--- src/rtl/cpu7_ifu_inst_enc.sv ---
// Purpose : instruction-word assembler (inverse of IFU immediate/offset extraction);
//           range-checks an immediate or byte offset and packs it into LoongArch fields.
// Latency : 1 cycle through a single output register; 1 word/cycle back-to-back.
// Backpressure: req_ready = !out_valid | out_ready; a held word stays stable.
// Ports   : clk/resetn (async active-low); req_* request with valid/ready;
//           out_valid/out_ready/out_inst/out_err result; cnt_ok/cnt_err saturating
//           counts of delivered words without/with error.
module cpu7_ifu_inst_enc #(
  parameter int GRLEN = 32,
  parameter int CNT_W = 16
) (
  input  logic             clk,
  input  logic             resetn,
  input  logic             req_valid,
  output logic             req_ready,
  input  logic [31:0]      req_opc,
  input  logic [3:0]       req_fmt,
  input  logic             req_unsign,
  input  logic [2:0]       req_shift,
  input  logic [4:0]       req_rd,
  input  logic [4:0]       req_rj,
  input  logic [4:0]       req_rk,
  input  logic [GRLEN-1:0] req_imm,
  output logic             out_valid,
  input  logic             out_ready,
  output logic [31:0]      out_inst,
  output logic             out_err,
  output logic [CNT_W-1:0] cnt_ok,
  output logic [CNT_W-1:0] cnt_err
);

  localparam logic [31:0] BREAK0 = 32'h002A0000;

  // Signed fit: everything from the field's sign bit upward must be a sign extension.
  function automatic logic fit_s(input logic [31:0] v, input int unsigned w);
    logic [31:0] hi;
    hi = $signed(v) >>> (w - 1);
    return (hi == '0) || (hi == '1);
  endfunction

  function automatic logic fit_u(input logic [31:0] v, input int unsigned w);
    return (v >> w) == '0;
  endfunction

  logic [31:0]        w_imm;
  logic signed [31:0] w_imm_s;
  logic [4:0]         w_sh;
  logic               w_sh_bad;
  logic               w_i_bad;
  logic [31:0]        w_f;
  logic [31:0]        w_off;
  logic               w_off_bad;
  logic [31:0]        w_word;
  logic               w_err;
  logic               w_accept;
  logic               w_drain;

  logic               r_vld;
  logic [31:0]        r_inst;
  logic               r_err;
  logic [CNT_W-1:0]   r_cnt_ok;
  logic [CNT_W-1:0]   r_cnt_err;

  assign w_imm   = req_imm;
  assign w_imm_s = req_imm;

  always_comb begin
    w_sh     = 5'd0;
    w_sh_bad = 1'b0;
    case (req_shift)
      3'd0:    w_sh = 5'd0;
      3'd1:    w_sh = 5'd2;
      3'd2:    w_sh = 5'd12;
      3'd3:    w_sh = 5'd16;
      3'd4:    w_sh = 5'd18;
      default: w_sh_bad = 1'b1;
    endcase

    // Field value is the arithmetic right shift; any bit shifted out must be zero.
    w_f       = w_imm_s >>> w_sh;
    w_i_bad   = w_sh_bad | ((w_imm & ((32'd1 << w_sh) - 32'd1)) != '0);
    w_off     = w_imm_s >>> 2;
    w_off_bad = (w_imm[1:0] != 2'b00);

    w_word      = req_opc;
    w_word[4:0] = req_rd;
    w_word[9:5] = req_rj;
    w_err       = 1'b0;

    case (req_fmt)
      4'd0: w_word[14:10] = req_rk;
      4'd1: begin
        w_word[14:10] = w_f[4:0];
        w_err = w_i_bad | !(req_unsign ? fit_u(w_f, 5) : fit_s(w_f, 5));
      end
      4'd2: begin
        w_word[15:10] = w_f[5:0];
        w_err = w_i_bad | !(req_unsign ? fit_u(w_f, 6) : fit_s(w_f, 6));
      end
      4'd3: begin
        w_word[21:10] = w_f[11:0];
        w_err = w_i_bad | !(req_unsign ? fit_u(w_f, 12) : fit_s(w_f, 12));
      end
      4'd4: begin
        w_word[23:10] = w_f[13:0];
        w_err = w_i_bad | !fit_s(w_f, 14);
      end
      4'd5: begin
        w_word[25:10] = w_f[15:0];
        w_err = w_i_bad | !fit_s(w_f, 16);
      end
      4'd6: begin
        // 20-bit immediate occupies the rj slot as well.
        w_word[24:5] = w_f[19:0];
        w_err = w_i_bad | !fit_s(w_f, 20);
      end
      4'd7: begin
        w_word[25:10] = w_off[15:0];
        w_err = w_off_bad | !fit_s(w_off, 16);
      end
      4'd8: begin
        w_word[25:10] = w_off[15:0];
        w_word[4:0]   = w_off[20:16];
        w_err = w_off_bad | !fit_s(w_off, 21);
      end
      4'd9: begin
        w_word[25:10] = w_off[15:0];
        w_word[9:0]   = w_off[25:16];
        w_err = w_off_bad | !fit_s(w_off, 26);
      end
      default: w_err = 1'b1;
    endcase
  end

  assign req_ready = !r_vld | out_ready;
  assign w_accept  = req_valid & req_ready;
  assign w_drain   = r_vld & out_ready;

  always_ff @(posedge clk or negedge resetn) begin
    if (!resetn) begin
      r_vld  <= 1'b0;
      r_inst <= '0;
      r_err  <= 1'b0;
    end else if (w_accept) begin
      r_vld  <= 1'b1;
      r_inst <= w_err ? BREAK0 : w_word;
      r_err  <= w_err;
    end else if (w_drain) begin
      r_vld  <= 1'b0;
    end
  end

  always_ff @(posedge clk or negedge resetn) begin
    if (!resetn) begin
      r_cnt_ok  <= '0;
      r_cnt_err <= '0;
    end else if (w_drain) begin
      if (r_err) begin
        if (r_cnt_err != '1) r_cnt_err <= r_cnt_err + 1'b1;
      end else begin
        if (r_cnt_ok != '1) r_cnt_ok <= r_cnt_ok + 1'b1;
      end
    end
  end

  assign out_valid = r_vld;
  assign out_inst  = r_inst;
  assign out_err   = r_err;
  assign cnt_ok    = r_cnt_ok;
  assign cnt_err   = r_cnt_err;

endmodule
--- config.mk ---
export PLATFORM = sky130hd
export DESIGN_NAME = cpu7_ifu_inst_enc
export DESIGN_NICKNAME = d
export VERILOG_FILES = /design/src/rtl/cpu7_ifu_inst_enc.sv
export SDC_FILE = /design/constraint.sdc
export NUM_CORES = 1
export LEC_CHECK = 0
export CORE_ASPECT_RATIO = 1.5
export CORE_MARGIN = 1.5
export CORE_UTILIZATION = 53
export DETAILED_ROUTE_END_ITERATION = 10
export DONT_BUFFER_PORTS = 1
export PLACE_DENSITY = 0.68
export RECOVER_POWER = 100
export SLEW_MARGIN = 30
export SYNTH_ARGS = -nofsm -noshare
export SYNTH_HDL_FRONTEND = slang
export SYNTH_SLANG_ARGS = --single-unit
--- constraint.sdc ---
create_clock -name clk -period 3.68 [get_ports clk]
set_clock_uncertainty 0.1 [all_clocks]
set_input_delay 0.92 -clock clk [delete_from_list [all_inputs] [get_ports clk]]
set_output_delay 0.92 -clock clk [all_outputs]
set_load 0.01 [all_outputs]
### Word-level counts from Yosys, hierarchy flattened

Index checks and enable logic that the tools add are counted.
W data, S select, Z words.

* muxes and demuxes: 17
* bitwise gates (word level): 15
* equality and inequality tests: 24
* reduce and logical (&&, ||, !) cells: 45
* add/sub/neg operators: 3
* shift-type cells: 2

Operators with widths (number)
* $logic_not A32 Y1: 12
* $eq A32 B32 Y1 const B: 9
* $pmux W5 S4: 2
* $add A16 B1 Y16 const B: 2
* $and A32 B32 Y32: 1
* $mux W32: 1
* $ne A16 B16 Y1 const B: 2
* $reduce_bool A32 Y1: 1
* $shl A1 B5 Y32 const A: 1
* $sshr A32 B5 Y32: 1
* $sub A32 B1 Y32 const B: 1
* $pmux W6 S3: 1
* $eq A4 B3 Y1 const B: 4
* $or A1 B1 Y1: 11
* $logic_not A1 Y1: 10
* $pmux W1 S10: 1
* $pmux W5 S2: 1
* $reduce_or A5 Y1: 2
* $logic_or A1 B1 Y1: 9
* $eq A4 B2 Y1 const B: 2
* $eq A4 B4 Y1 const B: 2
* $eq A3 B2 Y1 const B: 2
* $mux W1: 6
* $pmux W1 S3: 2
* 15 further kinds: 20

* logic and storage cells: 111
* flip-flop bits (word level): 66
* input port bits: 91

### Longest topological paths before layout

Gate-level depths: netlist of the first run.

* depth after elaboration: 10
* mapped depth: 15
* depth with buffers taken out: 12

### Least setup slack after synthesis of the first run

No wires, ideal clock.

* path kind: in2reg
* start: in req_shift[1]
* end: reg r_inst[17] (netlist: out_inst[17])
* data required time: 3.454 ns
* path slack: 0.008 ns
* arrival: 3.446 ns
* library setup time: 0.126 ns
* stages: 11
* path through: buf_6 > or2_1 > buf_2 > nand2_1 > a31oi_1 > or4_1 > or4_1 > nor3_1 > o221a_2 > a21oi_2 > o32a_1

* longest elaborated chain between the ends: 10
* elaborated cells on any way between the ends: 53

RTL lines
* start: declaration: RTL line 19 `input logic [2:0] req_shift,`
* $eq A3 B3 Y1, or another cell as far along: RTL line 70 `case (req_shift)`
* $pmux W5 S4: RTL line 70
* $shl A1 B5 Y32 or $sshr A32 B5 Y32 (tied branches): RTL line 81, 80
* $sub A32 B1 Y32, or another cell as far along: RTL line 81 `w_i_bad = w_sh_bad | ((w_imm & ((32'd1 << w_sh) - 32'd1)) != '0);`
* $and A32 B32 Y32 or $logic_or A1 B1 Y1 (tied branches): RTL line 81, 38
* $reduce_bool A32 Y1, or another cell as far along: RTL line 81
* $or A1 B1 Y1, or another cell as far along: RTL line 81
* $or A1 B1 Y1, or another cell as far along: RTL line 115 `w_err = w_i_bad | !fit_s(w_f, 20);`
* $pmux W1 S10: RTL line 90 `case (req_fmt)`
* $mux W32 *: RTL line 146 `r_inst <= w_err ? BREAK0 : w_word;`
* end signal: assignment: RTL line 146
* end: declaration: RTL line 59 `logic [31:0] r_inst;`

Mark *: on every way between the ends. The rest lies on a longest branch, timed or not.
A chain may end at the register's enable or synchronous reset.

### Worst setup path after layout of the first run

* start: in req_shift[1]
* end: reg r_inst[30] (netlist: out_inst[30])

* longest elaborated chain between the ends: 10
* elaborated cells on any way between the ends: 52

RTL lines (RTL line)
* $eq A3 B3 Y1, or another cell as far along: 70
* $pmux W5 S4: 70
* $shl A1 B5 Y32 or $sshr A32 B5 Y32 (tied branches): 81, 80
* $sub A32 B1 Y32, or another cell as far along: 81
* $and A32 B32 Y32 or $logic_or A1 B1 Y1 (tied branches): 81, 38
* $reduce_bool A32 Y1, or another cell as far along: 81
* $or A1 B1 Y1, or another cell as far along: 81
* $or A1 B1 Y1, or another cell as far along: 115
* $pmux W1 S10 *: 90
* $mux W32 *: 146

Marked as above.

==> results of run 1 <==
-- repair_timing --
action	CTS	global route
gates resized for setup	0	5
endpoints found under the setup margin	0	29
hold endpoints to repair	0	0
-- cell usage in the layout (no fill, tap or decap), types with 17 or more instances in the layout --
master                    count
sky130_fd_sc_hd__nor2_1      42
sky130_fd_sc_hd__nand3_1     19
sky130_fd_sc_hd__inv_1       17
sky130_fd_sc_hd__buf_4       68
sky130_fd_sc_hd__nand2_1     92
sky130_fd_sc_hd__xnor2_1     23
sky130_fd_sc_hd__a21oi_1     37
sky130_fd_sc_hd__mux2i_1     23
sky130_fd_sc_hd__o31ai_1     17
sky130_fd_sc_hd__o21ai_0     32
sky130_fd_sc_hd__a31oi_1     25
sky130_fd_sc_hd__dfrtp_1     66
-- power by group --
part | switching (mW) | leakage, nW | internal, mW | total [mW]
Sequential | 0.147 | 0.869 | 0.815 | 0.961
Combinational | 0.288 | 1.64 | 0.281 | 0.569
Clock | 0.278 | 0.147 | 0.550 | 0.828
-- routing by layer --
metal | track usage [%] | vias up
met3 | 7.35 | 99
met4 | 28.7 | 0
met5 | 0 | -
met1 | 38.7 | 2930
li1 | - | 2769
met2 | 65.5 | 380
-- how the worst max path moves through the flow --
stage / endpoint / slack, ns / startpoint
2_1_floorplan: out_inst[17] / 0.008 / req_shift[1]
3_3_place_gp: out_inst[26] / -0.20 / req_shift[2]
6_report: out_inst[30] / 0.14 / req_shift[1]
3_5_place_dp: out_inst[30] / -0.25 / req_shift[2]
4_1_cts: out_inst[30] / 0.09 / req_shift[2]
5_1_grt: out_inst[4] / 0.004 / req_shift[2]
-- metrics by stage --
step / utilization (%) / cell area [µm²] / hold slack [ns] / worst slack (ns)
2_1_floorplan: - / 5770 / 0.417 / 0.00826
3_3_place_gp: 58.7 / 6220 / 0.434 / -0.203
3_5_place_dp: 58.7 / 6220 / 0.449 / -0.254
4_1_cts: 61.5 / 6510 / 0.177 / 0.0862
5_1_grt: 61.4 / 6510 / 0.176 / 0.00418
6_report: 61.4 / 6510 / 0.189 / 0.143
-- state kept, by name (all words and copies together) (netlist names) --
signal     count
cnt_err       16
cnt_ok        16
out_err        1
out_inst      32
out_valid      1
-- critical path, stage by stage --
cell	delay (ns)
sky130_fd_sc_hd__or3b_1	0.43
sky130_fd_sc_hd__o22a_1	0.24
sky130_fd_sc_hd__a32o_1	0.26
sky130_fd_sc_hd__nor4_1	0.31
sky130_fd_sc_hd__nand4_1	0.21
sky130_fd_sc_hd__o41ai_1	0.41
sky130_fd_sc_hd__o221a_2	0.27
sky130_fd_sc_hd__a21oi_2	0.12
sky130_fd_sc_hd__buf_12	0.17
sky130_fd_sc_hd__buf_4	0.13
sky130_fd_sc_hd__o31ai_2	0.17
-- final cells by class --
| class | instances | area (µm²) |
|---|---|---|
| clock buffers | 11 | 253 |
| multi-input cells | 567 | 3770 |
| flip-flops and latches | 66 | 1650 |
| fillers | 980 | 4080 |
| diodes | 1 | 2.50 |
| clock inverters | 3 | 40.0 |
| well taps | 144 | 180 |
| repair buffers | 72 | 543 |
| inverters | 18 | 67.6 |
-- cells by family after synthesis --
| group | count (synthesis) | share of synthesized area (%) |
|---|---|---|
| xor+xnor | 32 | 4.86 |
| mux | 33 | 6.33 |
| fa+ha+maj | 3 | 0.651 |
| buf+inv | 76 | 6.05 |
| flops | 66 | 28.6 |
| compound gates | 252 | 32.2 |
| simple gates | 247 | 21.2 |
==> summary.md, run 1 <==
Highest signal layer in the routed design: met4. The power density of the placed cells works out to 362 nW/µm². The synthesized design contains 0 enable-type register cells.

The run gives 709 as the count of mapped cells out of synthesis. The flow ran to the end, and the final reports show no timing, DRC or antenna violations. Setup violations remaining at the end of the flow were counted as 0. The die span in y came out at 131 µm.

The category of the critical setup timing path is primary input to register. For the net count of the finished layout, the log shows 828. Most frequent cell after synthesis: sky130_fd_sc_hd__nand2_1.

The number of nets with antenna violations after routing was 0; the proportion of synthesized flip-flops having asynchronous set or reset was 100%. After detailed routing, the number of vias per cell comes to 7.00. Post-CTS timing repair inserted 0 buffers for setup. STA classifies the critical path startpoint as a primary input. By count the netlist is led by sky130_fd_sc_hd__nand2_1 (92), sky130_fd_sc_hd__dfrtp_1 (66), sky130_fd_sc_hd__nor2_1 (42). For the total standard cell area after synthesis, the log shows 5770 µm². The run gives 10,900 µm as the met2 wire length. For the final wirelength, the log shows 21,800 µm. The initial utilization of the core area, before any placement, comes to 54.5%. The number of nets in the synthesized netlist is 803. The H-tree was split into 3 levels. The largest net degree at the start of global routing is 67. After detailed routing, the wire length on met1 is 7360 µm.

After synthesis, the cell types taking the most area are sky130_fd_sc_hd__dfrtp_1 (29%), sky130_fd_sc_hd__nand2_1 (6.0%), sky130_fd_sc_hd__mux2i_1 (4.0%), sky130_fd_sc_hd__xnor2_1 (3.6%), sky130_fd_sc_hd__a21oi_1 (3.2%). The run gives 0 ns as the final-layout setup total negative slack. Number of distinct library cell variants in the gate-level netlist after synthesis: 80. The worst setup path is captured at a register. The die is 88.2 µm wide.

The flip-flop and latch count after synthesis was 66. The analysis attributes to cell leakage a power of 2.66 nW. The worst pin sits at a relative slew slack of 31.5%. The average size of a mapped cell was 8.14 µm²; the hold violation count in the final report was 0. Number of buffers added to fix hold violations after cts: 0. Global routing used 37.4% of the available tracks across all layers. The tightest min-delay check is of the primary input to async pin type. The slew of the pin with the lowest slew margin works out to 1.02 ns. Setup repair after global routing left no endpoint under its margin. Data on the critical path is required at its endpoint by 3.81 ns. The worst register-to-register path ends at cnt_ok[9]. After detailed routing, the average wire length per cell comes to 24.7 µm. TritonCTS built the clock tree. The fraction of layout cells with a size suffix above 1 is 15.3%. IR analysis of the VDD net gives a maximum drop of 0.227 mV. From synthesis to final layout, the design area changed by 12.8%.

The global-route wire length before repair came out at 32,300 µm. The tools report the total congestion overflow after global routing as 0. The run gives 10,600 µm² as the area inside the core boundary.

Input and output buffers added on the ports amount to 0. The die covers 11,500 µm². Top flip-flop cell by instance count after synthesis: sky130_fd_sc_hd__dfrtp_1.

The highest clock rate is 283 MHz, and the signal arrival time at the worst endpoint is 3.67 ns. The tools report the routed via count as 6,178. During synthesis, Yosys emitted a total of 0 warnings. The via count of the first global-routing pass is 5,940. The run gives 867 as the cell count after placement. The largest total area in the synthesized netlist belongs to sky130_fd_sc_hd__dfrtp_1. The path depth of the worst reg2reg path was 10. Root cell of the clock tree: sky130_fd_sc_hd__clkbuf_16. The clock drives 66 sinks. The register-to-register setup slack was 0.71 ns; the post-route minimum period was 3.54 ns. The pre-antenna-repair detailed-routing pass consisted of 7 iterations. In the routed design, unresolved DRC markers number 0. Of all nets on the critical path, the largest fanout is 47. Part of the cycle the worst path needs: 96.1%. At the end of routability-driven placement, the weighted congestion stood at 0.995.

The tools report the part of the Yosys area used for sequential elements as 28.6%. For the non-filler instance count after layout, the log shows 882. The latest clock arrival within the worst-skew pair was 0.33 ns; the number of top-level pins was 158. The tools report the clock buffer count from CTS as 9. After clock tree synthesis, the clock-pin slew on the worst setup and hold paths is 0.05 ns. The worst register-to-register path begins at cnt_ok[0]. The first routing iteration left 617 violations.

The HPWL after detailed placement is 16,700 µm. For the max-capacitance violation count, the log shows 0. In the detailed route, the total length drawn on met3 is 1790 µm. The maximum count of clock buffers along a single path is 2. After synthesis, the largest area contributor takes up 28.6% of total cell area. Overall power consumption after layout is estimated at 2.36 mW. Final number of max-transition violations: 0. The run gives 46 as the row count.

The number of antenna violations at the first check in global routing was 1.
(Power assumes the default switching activity.)
==> inputs of run 2 (changes only) <==
Settings changed: ABC_AREA set to 0, TNS_END_PERCENT set to 30.
==> results of run 2 <==
No change in the layout: final DEF, timing and power equal those of run 1.
==> inputs of run 3 (changes only) <==
Settings changed: ABC_CLOCK_PERIOD_IN_PS set to 3680, CORE_UTILIZATION 53 to 55, PLACE_DENSITY 0.68 to 0.7, SLEW_MARGIN 30 to unset.
==> summary.md, run 3 (synthesized netlist as in run 1, its figures left out) <==
The run finished with clean final reports. The most common library cell in the layout ignoring fill and taps was sky130_fd_sc_hd__nand2_1. Row count: 45 (-2.2%). The net count of the finished layout came out at 818 (-1.2%).

The die span in y works out to 128 µm (-1.8%). The slew of the pin with the lowest slew margin is 0.603 ns (-0.415 ns), and the max-capacitance violation count is 0 (unchanged). The starting utilization of the core area was 56.6% (+2.1 points); the via count of the first global-routing pass was 5,942 (+0.034%). The tools report the startpoint of the worst-slack reg-to-reg timing path as cnt_ok[0].

The tools report the clock buffer count from CTS as 9 (unchanged). The area inside the core boundary was 10,200 µm² (-3.8%); the signed area change from the synthesized netlist to the final layout was 11.2%. The run gives 158 (unchanged) as the number of top-level pins.

The total congestion overflow after global routing came out at 0 (unchanged). The hold violation count in the final report was 0 (unchanged); the number of vias per cell was 7.07 (+0.94%). The run gives 854 (-1.5%) as the cell count after placement. The final number of setup-violating endpoints is 0 (unchanged). The run gives 3.80 ns (about the same) as the critical path data required time. Routed via count: 6,144 (-0.55%). In this run the worst setup path terminates at out_inst[3].

The highest fanout seen on the critical path came out at 53 (+13%). The signal arrival time at the worst endpoint came out at 3.67 ns (about the same). The tools report the number of buffers added to fix hold violations after cts as 0 (unchanged). The post-route minimum period came out at 3.54 ns (+0.00802 ns). Quantity of gates resized following cts: 0 (unchanged). The final number of max-transition violations was 0 (unchanged).

The run gives 6150 µm² (-1.1%) as the post-placement cell area. The placer's final routability congestion estimate is 1.05 (+5.2%), and the power density of the placed cells is 358 nW/µm² (-1.3%). The logs give 62.9% (+1.5 points) for the share of the core filled with cells and 0 (-1) for the number of antenna violations at the first check in global routing. Slack of the critical path: 0.135 ns (-0.00802 ns). For the highest clock rate, the log shows 282 MHz (-0.23%). The tools report the leakage power summed over all cells as 2.60 nW (-2.1%). The initial DRC count was 703 (+14%).

The tools report the maximum count of clock buffers along a single path as 2 (unchanged). The global-route wire length before repair is 32,500 µm (+0.69%). TritonCTS built the clock tree. The number of detailed-routing iterations run before antenna repair is 6 (-1).

The endpoint class of the critical path was a register. The largest net degree at the start of global routing is 67 (unchanged). The run gives 0 (-1) as the number of diodes added for antenna fixing. The non-filler instance count after layout was 869 (-1.5%). The worst setup path startpoint was req_shift[2]. Category of the critical setup timing path: primary input to register.

The global routing usage summed across all routing layers was 38.2% (+0.73 points); the clock transition at the registers of the reported paths was 0.05 ns (about the same). The worst setup path is launched from a primary input. The tools report the final wirelength as 21,400 µm (-1.6%). The routed length per instance came out at 24.7 µm (-0.12%). The flip-flop count of the largest register, all copies and words added came out at 32 (unchanged). The tools report the total power draw as 2.29 mW (-2.7%). The part of the cycle the worst path needs was 96.3% (+0.22 points).

The run gives 0 (unchanged) as the detailed-route DRC error count. The worst max-slew margin expressed relative to the limit was 59.7% (+28 points); the fraction of layout cells with a size suffix above 1 was 13.9% (-1.5 points). The register-to-register setup slack came out at 0.72 ns (about the same). The full die area is 11,100 µm² (-3.5%). The post-CTS setup buffer count was 0 (unchanged). For the latest clock arrival within the worst-skew pair, the log shows 0.32 ns (about the same). The classification of the worst-slack hold path is primary input to async pin.

The horizontal extent of the die was 86.6 µm (-1.8%); the number of nets with antenna violations after routing was 0 (unchanged). The path depth of the worst reg2reg path was 10 (unchanged). The worst vdd rail ir drop was 0.295 mV (+30%). Leaving out fill and tap cells, the most frequent cells in the layout are sky130_fd_sc_hd__nand2_1 (92), sky130_fd_sc_hd__dfrtp_1 (66), sky130_fd_sc_hd__buf_4 (52). The final instance area came out at 6410 µm² (-1.4%). H-tree depth reported by CTS: 3 (unchanged).

Setup repair after global routing left no endpoint under its margin. The HPWL after detailed placement was 16,500 µm (-1.1%); the number of sinks handled by clock tree synthesis was 66 (unchanged). The pre-CTS setup slack is -0.228 ns (+0.0256 ns), and the number of buffers added on ports is 0 (unchanged).

The tools report the destination of the worst register-to-register timing path as cnt_ok[13]. The tools report the root cell of the clock tree as sky130_fd_sc_hd__clkbuf_16.
-- run 3: how the worst min path moves through the flow --
| stage | slack [ns] | depth (start not counted) | to |
|---|---|---|---|
| after global routing | 0.18 | 0 | cnt_ok[9] |
| after global placement | 0.43 | 2 | out_inst[29] |
| after floorplan | 0.42 | 2 | out_inst[0] |
| after CTS | 0.18 | 0 | cnt_ok[6] |
| final | 0.19 | 0 | cnt_ok[8] |
| after detailed placement | 0.45 | 2 | out_inst[3] |
-- run 3: area by class of cell --
class	count	area [µm²]
Fill cell	886	3780
Multi-Input combinational cell	567	3770
Sequential cell	66	1650
Timing Repair Buffer	62	473
Clock buffer	13	260
Tap cell	141	176
Inverter	18	67.6
Clock inverter	2	12.5
-- run 3: through the flow --
stage,setup TNS (ns),hold WS (ns)
after detailed placement,-3.39,0.449
after CTS,0,0.180
after global placement,-1.43,0.432
after global routing,0,0.178
final,0,0.186
after floorplan,0,0.417
-- run 3: power by group --
part	internal (mW)	total (mW)	switching [mW]
combinational	0.275	0.563	0.288
clock	0.487	0.773	0.285
sequential	0.815	0.959	0.145
-- run 3: critical path, cell delays in order --
cell	delay (ns)
sky130_fd_sc_hd__or2_1	0.32
sky130_fd_sc_hd__o22a_2	0.34
sky130_fd_sc_hd__a211o_1	0.30
sky130_fd_sc_hd__nor4_1	0.30
sky130_fd_sc_hd__nand4_1	0.28
sky130_fd_sc_hd__o41ai_2	0.38
sky130_fd_sc_hd__o221a_2	0.26
sky130_fd_sc_hd__a21oi_2	0.13
sky130_fd_sc_hd__buf_12	0.17
sky130_fd_sc_hd__o31ai_1	0.24
-- run 3: metal layers --
layer	part of all wire [%]	vias up	track usage [%]
met5	0	-	0
met4	6.4	0	25.4
met3	9.2	84	8.60
met2	51	369	66.8
met1	34	2954	40.5
li1	-	2737	-
